`config.mk`:
```
export PLATFORM = sky130hd
export DESIGN_NAME = ucie_ctl_phy_xfer_sequencer
export DESIGN_NICKNAME = d
export VERILOG_FILES = /design/src/rtl/ucie_ctl_phy_xfer_sequencer.sv
export SDC_FILE = /design/constraint.sdc
export NUM_CORES = 1
export LEC_CHECK = 0
export BUFFER_PORTS_ARGS = -buffer_cell sky130_fd_sc_hd__buf_2
export CAP_MARGIN = 20
export CORE_UTILIZATION = 35
export CTS_CLUSTER_SIZE = 8
export DETAILED_ROUTE_END_ITERATION = 10
export GPL_TIMING_DRIVEN = 1
export PLACE_DENSITY = 0.6
export SYNTH_ARGS = -nofsm -noshare
export SYNTH_HDL_FRONTEND = slang
export SYNTH_SLANG_ARGS = --single-unit
```
`constraint.sdc`:
```
create_clock -name i_clk -period 1.8 [get_ports i_clk]
set_input_delay 0.18 -clock i_clk [delete_from_list [all_inputs] [get_ports i_clk]]
set_output_delay 0.18 -clock i_clk [all_outputs]
set_load 0.03 [all_outputs]
```
`src/rtl/ucie_ctl_phy_xfer_sequencer.sv`:
```
// Link-level sequencer for the PHY data-transfer datapath.
// Walks the link through IDLE, TRAIN, ACTIVE, RETRAIN and DRAIN.
// Schedules single-beat error injection and counts delivered and errored beats.
// Forces a timed retrain once the number of errored beats reaches ERR_THRESH.
module ucie_ctl_phy_xfer_sequencer #(
  parameter int unsigned TRAIN_CYCLES   = 16,
  parameter int unsigned RETRAIN_CYCLES = 8,
  parameter int unsigned ERR_THRESH     = 4,
  parameter int unsigned DRAIN_MAX      = 32,
  parameter int unsigned CNT_W          = 16
) (
  input  logic                           i_clk,
  input  logic                           i_rst_n,
  input  logic                           i_link_up_req,
  input  logic                           i_link_down_req,
  input  logic                           i_err_inject_req,
  input  logic                           i_beat_valid,
  input  logic                           i_beat_error,
  output logic                           o_xfer_enable,
  output logic                           o_phy_req_data_error,
  output logic                           o_link_active,
  output logic                           o_retrain_pulse,
  output logic [2:0]                     o_state,
  output logic [CNT_W-1:0]               o_beat_count,
  output logic [$clog2(ERR_THRESH+1)-1:0] o_err_count
);

  localparam int unsigned ERR_W   = $clog2(ERR_THRESH + 1);
  localparam int unsigned TMR_MX1 = (TRAIN_CYCLES > RETRAIN_CYCLES) ? TRAIN_CYCLES : RETRAIN_CYCLES;
  localparam int unsigned TMR_MAX = (TMR_MX1 > DRAIN_MAX) ? TMR_MX1 : DRAIN_MAX;
  localparam int unsigned TMR_W   = (TMR_MAX < 2) ? 1 : $clog2(TMR_MAX);

  typedef enum logic [2:0] {
    S_IDLE    = 3'd0,
    S_TRAIN   = 3'd1,
    S_ACTIVE  = 3'd2,
    S_RETRAIN = 3'd3,
    S_DRAIN   = 3'd4
  } state_t;

  state_t             r_state;
  state_t             w_state_nxt;
  logic [TMR_W-1:0]   r_timer;
  logic [TMR_W-1:0]   w_timer_nxt;
  logic [CNT_W-1:0]   r_beat_count;
  logic [ERR_W-1:0]   r_err_count;
  logic               r_inject_pending;
  logic               r_retrain_pulse;

  logic               w_beat_err;
  logic               w_err_hit;
  logic               w_tmr_zero;
  logic               w_inject_fire;
  logic               w_clear;
  logic               w_counting;

  assign w_beat_err    = i_beat_valid & i_beat_error;
  // This errored beat is the one that brings the count up to the threshold.
  assign w_err_hit     = w_beat_err && (r_err_count == ERR_W'(ERR_THRESH - 1));
  assign w_tmr_zero    = (r_timer == '0);
  assign w_inject_fire = r_inject_pending && (r_state == S_ACTIVE) && i_beat_valid;
  // Counters and pending injection are wiped while idle and on the way into idle.
  assign w_clear       = (r_state == S_IDLE) || (w_state_nxt == S_IDLE);
  assign w_counting    = (r_state == S_ACTIVE) || (r_state == S_DRAIN);

  // Next-state and timer reload/decrement.
  always_comb begin
    w_state_nxt = r_state;
    w_timer_nxt = w_tmr_zero ? r_timer : TMR_W'(r_timer - TMR_W'(1));
    case (r_state)
      S_IDLE: begin
        if (i_link_up_req && !i_link_down_req) begin
          w_state_nxt = S_TRAIN;
          w_timer_nxt = TMR_W'(TRAIN_CYCLES - 1);
        end
      end
      S_TRAIN: begin
        if (i_link_down_req) begin
          w_state_nxt = S_IDLE;
        end else if (w_tmr_zero) begin
          w_state_nxt = S_ACTIVE;
        end
      end
      S_ACTIVE: begin
        if (i_link_down_req) begin
          w_state_nxt = S_DRAIN;
          w_timer_nxt = TMR_W'(DRAIN_MAX - 1);
        end else if (w_err_hit) begin
          w_state_nxt = S_RETRAIN;
          w_timer_nxt = TMR_W'(RETRAIN_CYCLES - 1);
        end
      end
      S_RETRAIN: begin
        if (i_link_down_req) begin
          w_state_nxt = S_IDLE;
        end else if (w_tmr_zero) begin
          w_state_nxt = S_ACTIVE;
        end
      end
      S_DRAIN: begin
        if (!i_beat_valid || w_tmr_zero) begin
          w_state_nxt = S_IDLE;
        end
      end
      default: begin
        w_state_nxt = S_IDLE;
      end
    endcase
  end

  // State and timer registers.
  always_ff @(posedge i_clk or negedge i_rst_n) begin
    if (!i_rst_n) begin
      r_state <= S_IDLE;
      r_timer <= '0;
    end else begin
      r_state <= w_state_nxt;
      r_timer <= w_timer_nxt;
    end
  end

  // Beat and error counters, injection bookkeeping and retrain pulse.
  always_ff @(posedge i_clk or negedge i_rst_n) begin
    if (!i_rst_n) begin
      r_beat_count     <= '0;
      r_err_count      <= '0;
      r_inject_pending <= 1'b0;
      r_retrain_pulse  <= 1'b0;
    end else begin
      r_retrain_pulse <= (r_state == S_ACTIVE) && (w_state_nxt == S_RETRAIN);
      if (w_clear) begin
        r_beat_count     <= '0;
        r_err_count      <= '0;
        r_inject_pending <= 1'b0;
      end else begin
        if (w_counting && i_beat_valid && (r_beat_count != '1)) begin
          r_beat_count <= CNT_W'(r_beat_count + CNT_W'(1));
        end
        if (r_state == S_ACTIVE) begin
          if (w_state_nxt == S_RETRAIN) begin
            r_err_count <= '0;
          end else if (w_beat_err) begin
            r_err_count <= ERR_W'(r_err_count + ERR_W'(1));
          end
        end
        // Firing consumes the pending request; a request arriving that cycle is dropped.
        if (w_inject_fire) begin
          r_inject_pending <= 1'b0;
        end else if (i_err_inject_req) begin
          r_inject_pending <= 1'b1;
        end
      end
    end
  end

  assign o_xfer_enable        = (r_state == S_ACTIVE) || (r_state == S_DRAIN);
  assign o_link_active        = (r_state == S_ACTIVE);
  assign o_phy_req_data_error = w_inject_fire;
  assign o_retrain_pulse      = r_retrain_pulse;
  assign o_state              = r_state;
  assign o_beat_count         = r_beat_count;
  assign o_err_count          = r_err_count;

endmodule

```
==> out/results.tsv, run 1 <==
stage	metric	value	unit
synth	number of synthesis warnings	0	
layout	Total Nets Final	259	
power	maximum VDD drop	0.000438	V
clock_tree	CTS Sinks	29	
status	outcome	complete, but fails checks	
critical_path	worst path cell trace	inv_2 > ha_4 > or4b_4 > and4b_4 > o31ai_4 > buf_6 > buf_6 > a311oi_1	
critical_path	Max FO, Critical Path	6	
synth	Synth top area share	42.3	%
critical_path	Arr. time, crit path	2.08	ns
global_routing	initial antenna violation count	0	
worst_hold_path	Hold WC Path Type	input port to register	
detailed_routing	Routed Antenna Nets	0	
status	failing checks	setup timing	
sta	max-slew violations	0	
clock_tree	Root Buffer	clkbuf_8	
placed_design	HPWL after DPL	2920	um
detailed_routing	Routed WL	4240	um
sta	Final setup viols	20	
critical_path	critical path type	register to register	
synth	flops & latches, synth	29	
critical_path	critical path launch point type	register	
placed_design	dpl ws	-0.102	ns
floorplanning	core area	4720	um2
synth	Synth area leader	dfrtp_1	
synth	Syn Inst Count	174	
layout	share of cells above drive strength 1	47.2	%
run	maxcap violations	0	
power	pwr/cell area	825	nW/um2
global_routing	number of global-route vias before repair	1626	
layout	Inserted Diodes	0	
sta	Max Clk Rate	517	MHz
critical_path	Critical Path RT	1.94	ns
floorplanning	Initial Utilization	36.3	%
synth	post-synthesis simple-gate area fraction	25.8	%
sta	Slew Limit Headroom	54.9	%
synth	post-synthesis xor/xnor area fraction	2.48	%
clock_tree	clock buffer count from CTS	5	
clock_tree	CTS tree	yes	
sta	RSZ-0062 raised after global routing	yes	
critical_path	Largest stage delay, worst path	0.46	ns
floorplanning	Die Span X	72.0	um
clock_tree	clk buf depth	2	
synth	EDFF count, synth	0	
clock_tree	Clock Pin Slew Worst Setup and Hold Paths	0.07	ns
floorplanning	Row Count	25	
critical_path	slowest CP cell	or4b_4	
sta	part of the cycle the worst path needs	108	%
global_routing	largest net degree at the start of global routing	30	
critical_path	Top cell by count, worst path	buf_6	
detailed_routing	Iteration-0 DRC Markers	75	
synth	Mean Syn Cell Area	9.85	um2
detailed_routing	Vias	1639	
detailed_routing	DRC Markers	0	
synth	mux cell area share after synthesis	1.24	%
detailed_routing	via/cell ratio	5.20	
synth	Synth Area in Compound Gates	19.1	%
synth	post-synth net total	186	
global_routing	Remaining Overflow, GRT	0	
sta	Final Critical Period	1.94	ns
floorplanning	die height	72.0	um
sta	min setup slack post-route	-0.136	ns
synth	Synth area leaders	dfrtp_1, a21oi_1, o31ai_1	
clock_tree	Skew-Pair Late Insertion Delay	0.28	ns
global_routing	GRT Overall Usage	17.4	%
synth	post-synthesis sequential area ratio	42.3	%
layout	final core occ	52.0	%
global_routing	first-pass GRT wire length	7070	um
floorplanning	die area	5180	um2
critical_path	Crit. End Element	register	
sta	Fin. Hold Viols	0	
power	leakage power	1.10	nW
synth	Cell Area, Synth	1710	um2
synth	Post-Synth Adder-Cell Area	3.65	%
layout	Area growth syn-to-layout	43.3	%
sta	Layout Skew	0.00703	ns
detailed_routing	DR WL/cell	13.5	um
synth	Synth cell types	53	
placed_design	Port Buffers	32	
floorplanning	# IOs	33	
synth	combinational family with the most area after synthesis	simple AND/OR/NAND/NOR gates	
detailed_routing	1st-pass router iterations	4	
synth	Async SR Flop Fraction	100	%
placed_design	gp weighted congestion	0.770	
clock_tree	number of H-tree levels	2	
sta	measured slew at the worst slew-check pin	0.676	ns
synth	ys flop type	dfrtp_1	
-- placed cells by master (no fill, tap or decap), drive strengths merged, types with 4 or more instances in the layout --
master and n:
buf 75, dfrtp 29, a21oi 18, o31ai 10, nor2 9, nand2 8
o21ai 8, or4 7, nand4 6, inv 6, clkbuf 5, nor3 5
ha 5, and3 4, or3 4, nand3 4, and4 4
-- worst max-delay path, delay by kind of cell, from the launching register on --
kind                       cells  cell delay [ns]
and+or+nand+nor                2             0.67
DFF                            1             0.39
buffers and inverters          3             0.35
AOI/OAI and AO/OA              2             0.26
adders and majority gates      1             0.13
-- synthesized netlist by cell type, types with 4 or more instances --
| cell | instances |
|---|---|
| o21ai_0 | 8 |
| nor2_1 | 9 |
| dfrtp_1 | 29 |
| buf_2 | 5 |
| ha_1 | 5 |
| and3_1 | 4 |
| or3_1 | 4 |
| nand3_1 | 4 |
| a21oi_1 | 17 |
| or4_1 | 6 |
| inv_1 | 6 |
| nand2_1 | 8 |
| nor3_1 | 5 |
| nand4_1 | 6 |
| o31ai_1 | 9 |
-- worst paths after layout --
kind | start | to | slack [ns] | cells past startpoint
worst max register to register | r_timer[0]$_DFF_PN0_ | o_beat_count[11]$_DFFE_PN0P_ | -0.14 | 8
worst min-delay path | i_link_down_req | o_state[0]$_DFF_PN0_ | 0.16 | 2
worst min register to register | r_inject_pending$_DFFE_PN0P_ | r_inject_pending$_DFFE_PN0P_ | 0.56 | 2
worst max-delay path | r_timer[0]$_DFF_PN0_ | o_beat_count[11]$_DFFE_PN0P_ | -0.14 | 8
max in group asynchronous | i_rst_n | o_beat_count[3]$_DFFE_PN0P_ | 0.84 | 2
min in group asynchronous | i_rst_n | r_timer[2]$_DFF_PN0_ | 0.48 | 2
-- area by class of cell --
type / instances / area (um2)
clock buffer: 5 / 68.8
multi-input combinational: 129 / 977
sequential: 29 / 731
inverter: 6 / 22.5
timing repair buffer: 76 / 508
tap: 67 / 83.8
fill: 439 / 2270
clock inverter: 3 / 65.1
-- flip-flops by register name, indices dropped and copies added, names as in the netlist --
name,flops
r_inject_pending,1
o_err_count,3
r_timer,5
o_retrain_pulse,1
o_beat_count,16
o_state,3
-- layer usage --
metal  part of all wire, %  up-vias  track usage [%]
met4                  0.83        0             6.10
li1                      -      809                -
met2                    48       40             29.1
met5                     0        -                0
met3                   4.6        5             4.44
met1                    47      785             21.8
-- power by group --
group / internal (mW) / switching [mW] / leakage (nW)
Sequential: 0.702 / 0.0313 / 0.384
Combinational: 0.273 / 0.218 / 0.648
Clock: 0.550 / 0.253 / 0.0681
Total: 1.52 / 0.502 / 1.10
-- per-stage QoR --
step	power, mW	hold slack, ns	instance area (um2)	instances	TNS [ns]
after CTS	2.00	0.142	2380	312	-1.37
after floorplan	0.971	-0.116	1750	174	-0.189
after detailed placement	1.16	0.256	2210	301	-0.867
after global routing	2.14	0.157	2460	315	-2.92
after global placement	1.15	0.256	2210	301	-0.411
final	2.03	0.163	2460	315	-1.81
-- cell families after synthesis --
family | Yosys count
AND/OR/NAND/NOR | 70
AO/OA/AOI/OAI | 48
flip-flops | 29
buffers and inverters | 16
adder cells (fa/ha/maj) | 5
XOR/XNOR | 4
multiplexers | 2
-- what timing repair did --
item	4_1_cts	5_1_grt
resized for setup	5	18
pin swaps	0	2
endpoints found under the hold margin	29	0
setup buffers	2	2
hold buffers	1	0
endpoints found under the setup margin	20	23
cloned	0	1
No activity file was read; power rests on OpenSTA's default activity.
==> inputs of run 2 (changes only) <==
--- a/config.mk
+++ b/config.mk
@@ -9,2 +9,3 @@
 export CAP_MARGIN = 20
+export CORE_MARGIN = 5
 export CORE_UTILIZATION = 35
--- a/constraint.sdc
+++ b/constraint.sdc
@@ -3,2 +3,2 @@
 set_output_delay 0.18 -clock i_clk [all_outputs]
-set_load 0.03 [all_outputs]
+set_load 0.05 [all_outputs]
==> out/results.tsv, run 2 (synthesized netlist as in run 1, its figures left out) <==
stage	metric	value	unit	change
placed_design	DP Area	2190	um2	was 2210 um2
placed_design	placed cells	292		was 301
layout	share of cells above drive strength 1	46.6	%	was 47.2%
placed_design	gp weighted congestion	0.767		was 0.770
critical_path	reg2reg setup slack	-0.08	ns	was -0.14 ns
power	maximum VDD drop	0.000506	V	was 0.000438 V
sta	measured slew at the worst slew-check pin	0.687	ns	was 0.676 ns
critical_path	Crit. End Element	register		unchanged
sta	RSZ-0062 raised after global routing	yes		unchanged
floorplanning	die height	80.0	um	was 72.0 um
global_routing	largest net degree at the start of global routing	30		unchanged
detailed_routing	DR WL/cell	13.7	um	was 13.5 um
clock_tree	CTS Sinks	29		unchanged
layout	Inserted Diodes	0		unchanged
layout	Design Area, Final	2310	um2	was 2460 um2
critical_path	slowest CP cell	or4b_4		unchanged
critical_path	Critical Path RT	1.94	ns	about the same
placed_design	HPWL after DPL	3090	um	was 2920 um
placed_design	Port Buffers	32		unchanged
floorplanning	Initial Utilization	36.1	%	was 36.3%
sta	WHS	0.159	ns	was 0.163 ns
layout	Total Nets Final	247		was 259
critical_path	CP Depth	7		was 8
critical_path	Largest stage delay, worst path	0.45	ns	was 0.46 ns
power	leakage power	0.996	nW	was 1.10 nW
clock_tree	Clock Pin Slew Worst Setup and Hold Paths	0.06	ns	was 0.07 ns
sta	part of the cycle the worst path needs	105	%	was 108%
critical_path	CP delay by family, top	simple AND/OR/NAND/NOR gates		unchanged
global_routing	Remaining Overflow, GRT	0		unchanged
floorplanning	# IOs	33		unchanged
critical_path	critical path type	register to register		unchanged
critical_path	r2r worst-path depth	7		was 8
clock_tree	clock buffer count from CTS	5		unchanged
floorplanning	core area	4750	um2	was 4720 um2
placed_design	dpl ws	-0.0815	ns	was -0.102 ns
status	failing checks	setup timing		unchanged
detailed_routing	via/cell ratio	5.26		was 5.20
critical_path	critical path launch point type	register		unchanged
critical_path	CP bufs+invs	2		was 3
layout	commonest cells after routing, fill and taps aside	buf_2, buf_4, a21oi_1, dfrtp_1, dfrtp_2		was buf_4, buf_2, dfrtp_1, a21oi_2
sta	Fin. Hold Viols	0		unchanged
clock_tree	Root Buffer	clkbuf_8		unchanged
critical_path	Worst R2R End	o_beat_count[11]$_DFFE_PN0P_		unchanged
detailed_routing	Vias	1594		was 1,639
clock_tree	Skew-Pair Late Insertion Delay	0.28	ns	about the same
power	pwr/cell area	739	nW/um2	was 825 nW/um2
detailed_routing	Iteration-0 DRC Markers	80		was 75
detailed_routing	DRC Markers	0		unchanged
layout	final core occ	48.7	%	was 52.0%
layout	Largest register FFs	16		unchanged
sta	Slew Limit Headroom	54.2	%	was 54.9%
layout	Area growth syn-to-layout	35.0	%	was 43.3%
clock_tree	CTS tree	yes		unchanged
floorplanning	Die Span X	80.0	um	was 72.0 um
critical_path	Critical Path Source	r_timer[0]$_DFF_PN0_		unchanged
critical_path	Arr. time, crit path	2.02	ns	was 2.08 ns
layout	fillers	476		was 439
global_routing	initial antenna violation count	0		unchanged
sta	Final setup viols	19		was 20
critical_path	worst path cell trace	inv_2 > ha_4 > or4b_4 > and4b_4 > o31ai_4 > buf_12 > a311oi_1		was inv_2 > ha_4 > or4b_4 > and4b_4 > o31ai_4 > buf_6 > buf_6 > a311oi_1
global_routing	number of global-route vias before repair	1636		was 1,626
clock_tree	clk buf depth	2		unchanged
critical_path	Max FO, Critical Path	17		was 6
detailed_routing	Routed WL	4150	um	was 4240 um
floorplanning	Row Count	25		unchanged
sta	min setup slack post-route	-0.0816	ns	was -0.136 ns
worst_hold_path	Hold WC Path Type	input port to register		unchanged
sta	Final Critical Period	1.88	ns	was 1.94 ns
critical_path	Critical path destination	o_beat_count[11]$_DFFE_PN0P_		unchanged
sta	max-slew violations	0		unchanged
global_routing	first-pass GRT wire length	7380	um	was 7070 um
clock_tree	number of H-tree levels	2		unchanged
layout	final std cells w/o fill	303		was 315
run	maxcap violations	0		unchanged
global_routing	GRT Overall Usage	14.6	%	was 17.4%
floorplanning	die area	6400	um2	was 5180 um2
detailed_routing	1st-pass router iterations	4		unchanged
sta	setup TNS	-1.16	ns	was -1.81 ns
sta	Layout Skew	0.00434	ns	was 0.00703 ns
status	outcome	complete, but fails checks		unchanged
sta	Max Clk Rate	531	MHz	was 517 MHz
critical_path	reg2reg start	r_timer[0]$_DFF_PN0_		unchanged
power	Power, Total	1.71	mW	was 2.03 mW
detailed_routing	Routed Antenna Nets	0		unchanged
[run 2: changes by cell type in the layout (fill, tap and decap cells not counted), moves of 2 or more]
cell,change
a21oi_1,+8
dfrtp_1,-10
buf_6,-4
buf_4,-8
a21oi_2,-8
bufinv_16,-2
dfrtp_2,+10
[run 2: metal layers]
layer | part of all wire [%] | up-vias | track usage, % | wire length (um)
met5 | 0 | - | 0 | 0
li1 | - | 785 | - | -
met4 | 0.82 | 0 | 4.05 | 34
met2 | 47 | 41 | 23.8 | 1970
met3 | 5.7 | 4 | 4.74 | 236
met1 | 46 | 764 | 18.6 | 1910
[run 2: what timing repair did]
item                                    4_1_cts  5_1_grt
buffers inserted                              1        1
endpoints found under the setup margin       21       23
resized for setup                             2        3
pin swaps                                     0        0
hold buffers                                  1        0
endpoints found under the hold margin        29        0
[run 2: layout make-up]
class / count / area, um2 / area share [%]
Sequential cell: 29 / 743 / 32.1
Timing Repair Buffer: 64 / 418 / 18.1
Tap cell: 67 / 83.8 / 3.62
Clock buffer: 6 / 72.6 / 3.14
Clock inverter: 2 / 10.0 / 0.433
Multi-Input combinational cell: 129 / 960 / 41.5
Inverter: 6 / 26.3 / 1.14
[run 2: power breakdown]
part	switching, mW	internal [mW]	leakage (nW)	total, mW
sequential	0.0319	0.703	0.368	0.734
clock	0.241	0.267	0.0450	0.508
combinational	0.215	0.252	0.583	0.467
[run 2: how the worst min path moves through the flow]
stage | cells past startpoint | slack (ns) | start | end
global route | 2 | 0.16 | i_link_down_req | o_state[0]$_DFF_PN0_
CTS | 2 | 0.14 | i_link_down_req | o_state[0]$_DFF_PN0_
detailed placement | 1 | 0.26 | i_rst_n | r_timer[2]$_DFF_PN0_
floorplan | 0 | -0.12 | i_rst_n | o_beat_count[0]$_DFFE_PN0P_
global placement | 1 | 0.26 | i_rst_n | o_beat_count[5]$_DFFE_PN0P_
finish | 2 | 0.16 | i_link_down_req | o_state[0]$_DFF_PN0_
